`src/rtl/mem_arb_pkg.sv`:
```
// Shared types for the instruction/data cache memory-port arbiter.
// Optional feature macro: MEM_ARB_ROUND_ROBIN_EN (round-robin tie-break).
package mem_arb_pkg;

  localparam int NUM_REQ = 2;

  typedef enum logic {
    REQ_ICACHE = 1'b0,
    REQ_DCACHE = 1'b1
  } req_id_t;

  typedef enum logic [1:0] {
    IDLE  = 2'd0,
    ISSUE = 2'd1,
    WAIT  = 2'd2
  } arb_state_t;

  // One-hot requester mask for a requester id.
  function automatic logic [NUM_REQ-1:0] id_onehot(input req_id_t id);
    return (id == REQ_DCACHE) ? 2'b10 : 2'b01;
  endfunction

endpackage

```
`src/rtl/arb_pick2.sv`:
```
// Two-way combinational winner selection for mem_arbiter.
// MEM_ARB_ROUND_ROBIN_EN defined: ties go to the requester not granted last.
// MEM_ARB_ROUND_ROBIN_EN undefined: ties always go to the dcache.
module arb_pick2
  import mem_arb_pkg::*;
(
  input  logic [NUM_REQ-1:0] req_valid,
`ifdef MEM_ARB_ROUND_ROBIN_EN
  input  req_id_t            last_grant,
`endif
  output logic               any_valid,
  output req_id_t            winner
);

  // A lone requester always wins; only a tie consults the tie-break rule.
  always_comb begin
    any_valid = |req_valid;
    winner    = REQ_DCACHE;
    if (req_valid == 2'b01) begin
      winner = REQ_ICACHE;
    end else if (req_valid == 2'b10) begin
      winner = REQ_DCACHE;
    end else if (req_valid == 2'b11) begin
`ifdef MEM_ARB_ROUND_ROBIN_EN
      winner = (last_grant == REQ_ICACHE) ? REQ_DCACHE : REQ_ICACHE;
`else
      winner = REQ_DCACHE;
`endif
    end
  end

endmodule

```
`src/rtl/mem_arbiter.sv`:
```
// Shares one backing-memory port between the icache and dcache refill paths.
// One transaction outstanding at a time: IDLE -> ISSUE -> WAIT -> IDLE.
// Optional feature macro: MEM_ARB_ROUND_ROBIN_EN (round-robin tie-break,
// builds a last-grant register); default build uses dcache-wins-ties.
//
// Handshakes: a requester raises req_valid[i] with stable addr/we/wdata and
// holds them until req_ready[i] is seen high; req_ready is combinational and
// only ever high in IDLE, for the winner. The memory request is offered with
// mem_req_valid and held stable until mem_req_ready is high on a clock edge.
// mem_resp_valid completes the transaction only in WAIT (reads and write
// acks alike); resp_valid[owner] pulses for one cycle the cycle after.
module mem_arbiter
  import mem_arb_pkg::*;
#(
  parameter int ADDR_W = 32,
  parameter int LINE_W = 128
) (
  input  logic                      clk,
  input  logic                      reset,
  input  logic [NUM_REQ-1:0]        req_valid,
  output logic [NUM_REQ-1:0]        req_ready,
  input  logic [NUM_REQ*ADDR_W-1:0] req_addr,
  input  logic [NUM_REQ-1:0]        req_we,
  input  logic [NUM_REQ*LINE_W-1:0] req_wdata,
  output logic [NUM_REQ-1:0]        resp_valid,
  output logic [LINE_W-1:0]         resp_rdata,
  output logic                      mem_req_valid,
  input  logic                      mem_req_ready,
  output logic [ADDR_W-1:0]         mem_req_addr,
  output logic                      mem_req_we,
  output logic [LINE_W-1:0]         mem_req_wdata,
  input  logic                      mem_resp_valid,
  input  logic [LINE_W-1:0]         mem_resp_rdata,
  output arb_state_t                dbg_state
);

  arb_state_t state;
  req_id_t    owner;
  req_id_t    winner;
  logic       any_valid;
  logic       accept;

`ifdef MEM_ARB_ROUND_ROBIN_EN
  req_id_t    last_grant;
`endif

  arb_pick2 u_pick (
    .req_valid  (req_valid),
`ifdef MEM_ARB_ROUND_ROBIN_EN
    .last_grant (last_grant),
`endif
    .any_valid  (any_valid),
    .winner     (winner)
  );

  // Grant is visible in the same cycle it is taken; held off while in reset.
  assign accept    = reset && (state == IDLE) && any_valid;
  assign req_ready = accept ? id_onehot(winner) : '0;
  assign dbg_state = state;

  // Transaction FSM with registered memory-side and response outputs.
  always_ff @(posedge clk or negedge reset) begin
    if (!reset) begin
      state         <= IDLE;
      owner         <= REQ_ICACHE;
      resp_valid    <= '0;
      resp_rdata    <= '0;
      mem_req_valid <= 1'b0;
      mem_req_addr  <= '0;
      mem_req_we    <= 1'b0;
      mem_req_wdata <= '0;
`ifdef MEM_ARB_ROUND_ROBIN_EN
      last_grant    <= REQ_DCACHE;
`endif
    end else begin
      resp_valid <= '0;
      case (state)
        IDLE: begin
          if (any_valid) begin
            state         <= ISSUE;
            owner         <= winner;
            mem_req_valid <= 1'b1;
            mem_req_addr  <= (winner == REQ_DCACHE) ? req_addr[2*ADDR_W-1:ADDR_W]
                                                    : req_addr[ADDR_W-1:0];
            mem_req_we    <= (winner == REQ_DCACHE) ? req_we[1] : req_we[0];
            mem_req_wdata <= (winner == REQ_DCACHE) ? req_wdata[2*LINE_W-1:LINE_W]
                                                    : req_wdata[LINE_W-1:0];
`ifdef MEM_ARB_ROUND_ROBIN_EN
            last_grant    <= winner;
`endif
          end
        end
        ISSUE: begin
          if (mem_req_ready) begin
            mem_req_valid <= 1'b0;
            state         <= WAIT;
          end
        end
        WAIT: begin
          if (mem_resp_valid) begin
            resp_rdata <= mem_resp_rdata;
            resp_valid <= id_onehot(owner);
            state      <= IDLE;
          end
        end
        default: state <= IDLE;
      endcase
    end
  end

  // A memory response with nothing outstanding is dropped; flag it.
  a_resp_only_in_wait: assert property (
    @(posedge clk) disable iff (!reset) mem_resp_valid |-> (state == WAIT)
  ) else $warning("mem_arbiter: stray mem_resp_valid outside WAIT dropped");

endmodule

```
`config.mk`:
```
export PLATFORM = sky130hd
export DESIGN_NAME = mem_arbiter
export DESIGN_NICKNAME = d
export VERILOG_FILES = /design/src/rtl/mem_arb_pkg.sv /design/src/rtl/arb_pick2.sv /design/src/rtl/mem_arbiter.sv
export SDC_FILE = /design/constraint.sdc
export NUM_CORES = 1
export LEC_CHECK = 0
export BUFFER_PORTS_ARGS = -buffer_cell sky130_fd_sc_hd__buf_2
export CAP_MARGIN = 30
export CORE_AREA = 3 3 290 292
export CTS_BUF_LIST = sky130_fd_sc_hd__clkbuf_16
export CTS_CLUSTER_SIZE = 20
export DETAILED_ROUTE_END_ITERATION = 10
export DIE_AREA = 0 0 293 295
export GPL_ROUTABILITY_DRIVEN = 0
export PLACE_DENSITY_LB_ADDON = 0.25
export SLEW_MARGIN = 20
export SYNTH_ARGS = -nofsm -noshare
export SYNTH_HDL_FRONTEND = slang
export SYNTH_SLANG_ARGS = --single-unit
export TNS_END_PERCENT = 1
```
`constraint.sdc`:
```
create_clock -name clk -period 1.8 [get_ports clk]
set_input_delay 0 -clock clk [delete_from_list [all_inputs] [get_ports clk]]
set_output_delay 0 -clock clk [all_outputs]
set_load 0.01 [all_outputs]
```
### After elaboration in Yosys (flattened, before gate mapping)

Index checks and enable logic that the tools add are counted.

* register bits: 295
* input bits: 456
* output and inout bits: 296
* logic and storage cells: 39

* eq/ne operators: 6
* muxes and demuxes: 16
* reductions and logical operators: 9

Operators with widths (count)
* $mux 128: 1
* $mux 32: 1
* $mux 2: 8
* $ne 2x2->1 const B: 3
* $pmux 2 s3: 1
* $reduce_and 3->1: 2
* $eq 2x1->1 const B: 2
* $mux 1: 4
* $reduce_and 2->1: 2
* $eq 2x2->1 const B: 1
* $logic_and 1x1->1: 2
* $logic_not 2->1: 1
* $pmux 1 s2: 1
* $reduce_bool 2->1: 1
* $reduce_or 2->1: 1

### Depth between registers and ports, before layout

* depth in word-level cells: 4
* depth in mapped cells: 6
* depth with buffers taken out: 3

### By module

Synthesis repeated with hierarchy kept, for this count alone.

* cells, all modules: 995
* area total of the unflattened synthesis: 12791.0 sq um

Modules (own cells, without submodules)
* mem_arbiter: instances 1, cells an instance 993, area an instance 12778.5 sq um, sequential area each 7382.1 sq um
* arb_pick2: instances 1, cells an instance 2, area an instance 12.5 sq um, sequential area each 0.0 sq um

### Least setup slack after synthesis

OpenSTA, ideal clock, no wires.

* kind: register -> register
* start: register state[0] (netlist: dbg_state[0])
* end: register mem_req_addr[0]
* setup time: 0.125 ns
* arrival: 1.550 ns
* required time: 1.675 ns
* slack: 0.125 ns
* cell stages (with the launch flop): 7
* path buffers: 3
* clock period less this slack: 1.675 ns
* cell sequence: dfrtp_1 -> nor2_2 -> o21a_1 -> buf_2 -> buf_4 -> buf_6 -> mux2_4

* longest elaborated chain between the ends: 2

Ends and longest elaborated chain
* from (decl): line mem_arbiter.sv:37 `arb_state_t state;`
* from (signal assigned): line mem_arbiter.sv:64 `state <= IDLE;`
* from (signal assigned): line mem_arbiter.sv:80 `state <= ISSUE;`
* from (signal assigned): line mem_arbiter.sv:96 `state <= WAIT;`
* $logic_not 2->1: line mem_arbiter.sv:77 `case (state)`
* $reduce_and 2->1 (no source line)
* to (signal assigned): line mem_arbiter.sv:83 `mem_req_addr <= (winner == REQ_DCACHE) ? req_addr[2*ADDR_W-1:ADDR_W]`
* to (decl): line mem_arbiter.sv:29 `output logic [ADDR_W-1:0] mem_req_addr,`

No other way between the ends.
A chain may end at the register's enable or synchronous reset.

### Final worst setup path

* start: input port req_valid[0]
* end: register mem_req_wdata[73]

* longest elaborated chain between the ends: 2
* elaborated cells between the ends (all ways): 4
* classes of those cells: 1 x eq/ne; 1 x mux; 2 x reduce/logical

Ends and longest elaborated chain
* from (decl): line mem_arbiter.sv:20 `input logic [NUM_REQ-1:0] req_valid,`
* $eq 2x1->1 / $reduce_or 2->1 (equally long branches): line arb_pick2.sv:19, arb_pick2.sv:17
* $mux 128 / $reduce_and 2->1 (equally long branches)
* to (signal assigned): line mem_arbiter.sv:86 `mem_req_wdata <= (winner == REQ_DCACHE) ? req_wdata[2*LINE_W-1:LINE_W]`
* to (decl): line mem_arbiter.sv:31 `output logic [LINE_W-1:0] mem_req_wdata,`

Several ways; a longest one is shown, not always the timed one.

==> metrics.cfg <==
[final_layout]
n_antenna_cell = 0
drive_above_1_share_pct = 62.3
final_cell_mix = buf_2 (751), dlygate4sd3_1 (456), mux2_2 (303)
nNetsFinal = 2515
synthToLayoutAreaGrowth_pct = 81.8
final_common_cell = buf_2
fin_util_pct = 29.9

[clock_network]
cts_made_buffers = 37
cts-root-buf = clkbuf_16
post_cts_buffers = 0
cts_buffer_depth = 3
clkSinkCount = 295
ctsHtreeMaxLevel = 2
cts_tree = done
cts_resized = 0
clock_latency_ps = 540
clk_pin_slew_ps = 50

[worst_setup_path]
r2r_end = mem_req_wdata[102]
cpMaxStageDelayCell = dlygate4sd3_1
r2r_start = dbg_state[0]
cp_cell_sequence = dlygate4sd3_1, buf_2, nor2b_4, buf_12, buf_12, mux2_2, mux2_2
worstRegToRegCells = 5
end_kind = flop
start_kind = input pin
critPathLaunch = req_valid[0]
endpoint = mem_req_wdata[73]
required_ps = 2210
path_class = input pin to flop
critPathTopFamily = buffers and inverters
worstPathArrival_ps = 2080
crit_fanout = 34
max_stage_delay_ps = 560
worstSetupPathDepth = 7
path_buf_inv = 4
r2r_slack_ps = 160

[power]
p_total_w = 0.0335
power.leakage_nw = 11.7
irDropWorstVdd_uv = 614
powerDensity_nw_per_um2 = 1370

[die]
initial_core_util_pct = 16.4
row_count = 105
ios = 752
die_area_um2 = 86400
core_um2 = 81800
die_h_um = 295
die_w_um = 293

[sta]
setup_viol = 0
max_freq_ghz = 0.601
finalMaxSlewViolations = 0
period_share_pct = 92.5
rsz0062_at_grt = false
hold_violations = 1
fin_crit_ps = 1670
tightest_slew_ps = 776
tns_ps = 0
finClkSkew_ps = 12.0
hold_slack_ps = -20.6
slew_headroom_pct = 48.1

[synth]
synth_area_um2 = 13500
yosysWarnings = 0
synth_seq_area_share_pct = 54.8
syn_area_per_cell_um2 = 16.6
netlist_instances = 812
yosysUniqueCellTypes = 19
syn_nets = 1268
yosys_register_bits = 295

[drt]
routedWlPerCell_um = 16.7
via_count = 11747
first_iter_violations = 260
routed_wl_um = 52600
drtPass1Iterations = 4
final_antenna_net_count = 0
routed_via_density = 3.72
drc_errors = 0

[grt]
grt_pass1_vias = 13429
antenna_found_initial = 2
overflow = 0
grt_pass1_wl_um = 76900
grt_max_degree = 68
grt_usage_pct = 11.5

[placement]
io_buffers = 751
hpwl_um = 37600

[min_path]
min_path_type = input pin to flop

[run]
drv_cap = 0

[outcome]
status = finished with violations
violations = hold timing

-- tightest hold or removal path: cells and delay by family --
kind | cells | cell delay [ps]
buffers and inverters | 1 | 160
multiplexers | 2 | 310
-- flip-flops by register name (all words and copies together), names as in the netlist --
| signal | count |
|---|---|
| mem_req_we | 1 |
| resp_valid | 2 |
| owner | 1 |
| mem_req_wdata | 128 |
| mem_req_addr | 32 |
| dbg_state | 2 |
| resp_rdata | 128 |
| mem_req_valid | 1 |
-- Yosys cell counts (all sizes together) --
cell | count | area, µm²
mux2 | 450 | 5620
nor2b | 1 | 6.26
buf | 49 | 354
nor2 | 4 | 17.5
dfrtp | 295 | 7380
nand2 | 1 | 3.75
clkbuf | 1 | 3.75
nand2b | 1 | 6.26
inv | 1 | 3.75
o21a | 1 | 7.51
o21ai | 1 | 5.00
nand3b | 2 | 15.0
and3 | 2 | 12.5
a22o | 1 | 8.76
a21o | 2 | 15.0
-- repair_timing --
item | 4_1_cts | 5_1_grt
hold buffers | 457 | 0
setup endpoints to repair | 0 | 0
hold endpoints to repair | 588 | 0
-- layer usage --
layer	global-route usage [%]	up-vias	share of wire, %	routed length, µm
li1	-	5410	-	-
met1	11.4	5592	35	18400
met2	20.9	547	51	27000
met3	2.92	198	6.5	3410
met4	8.11	0	7.4	3880
met5	0	-	0	0
-- report_power, final --
group | switching, W | total (W) | internal [W]
combinational | 0.00662 | 0.0148 | 0.00820
sequential | 0.00183 | 0.0119 | 0.0100
clock | 0.00288 | 0.00676 | 0.00388
total | 0.0113 | 0.0335 | 0.0221
-- cells by family (layout without fill, tap and decap cells) --
group / count (synthesis) / in the layout / share of synthesized area, %
muxes: 450 / 450 / 41.7
DFF: 295 / 295 / 54.8
buffers and inverters: 51 / 1324 / 2.69
and+or+nand+nor: 11 / 11 / 0.455
AOI/OAI and AO/OA: 5 / 5 / 0.270
-- how the worst min path moves through the flow --
stage	startpoint	endpoint	slack, ps	depth (start not counted)
after detailed placement	reset	mem_req_wdata[57]	-30	1
after floorplan	reset	dbg_state[0]	-300	0
final	req_addr[54]	mem_req_addr[22]	-20	3
after CTS	req_addr[54]	mem_req_addr[22]	20	3
after global placement	reset	resp_rdata[120]	-40	1
after global routing	req_addr[54]	mem_req_addr[22]	20	3
-- cell type report --
| cell class | count | area, µm² |
|---|---|---|
| Tap cell | 1070 | 1340 |
| Fill cell | 8232 | 57400 |
| Multi-Input combinational cell | 466 | 5730 |
| Clock buffer | 39 | 976 |
| Clock inverter | 26 | 110 |
| Inverter | 1 | 3.75 |
| Sequential cell | 295 | 7380 |
| Timing Repair Buffer | 1258 | 8930 |
-- through the flow --
step	setup WS (ps)	area, µm²	std cells
after floorplan	125	13500	812
after global placement	160	18800	2633
after detailed placement	147	18800	2633
after CTS	90.5	24500	3155
after global routing	25.6	24500	3155
final	135	24500	3155
Power figures use the tool's default switching activity.
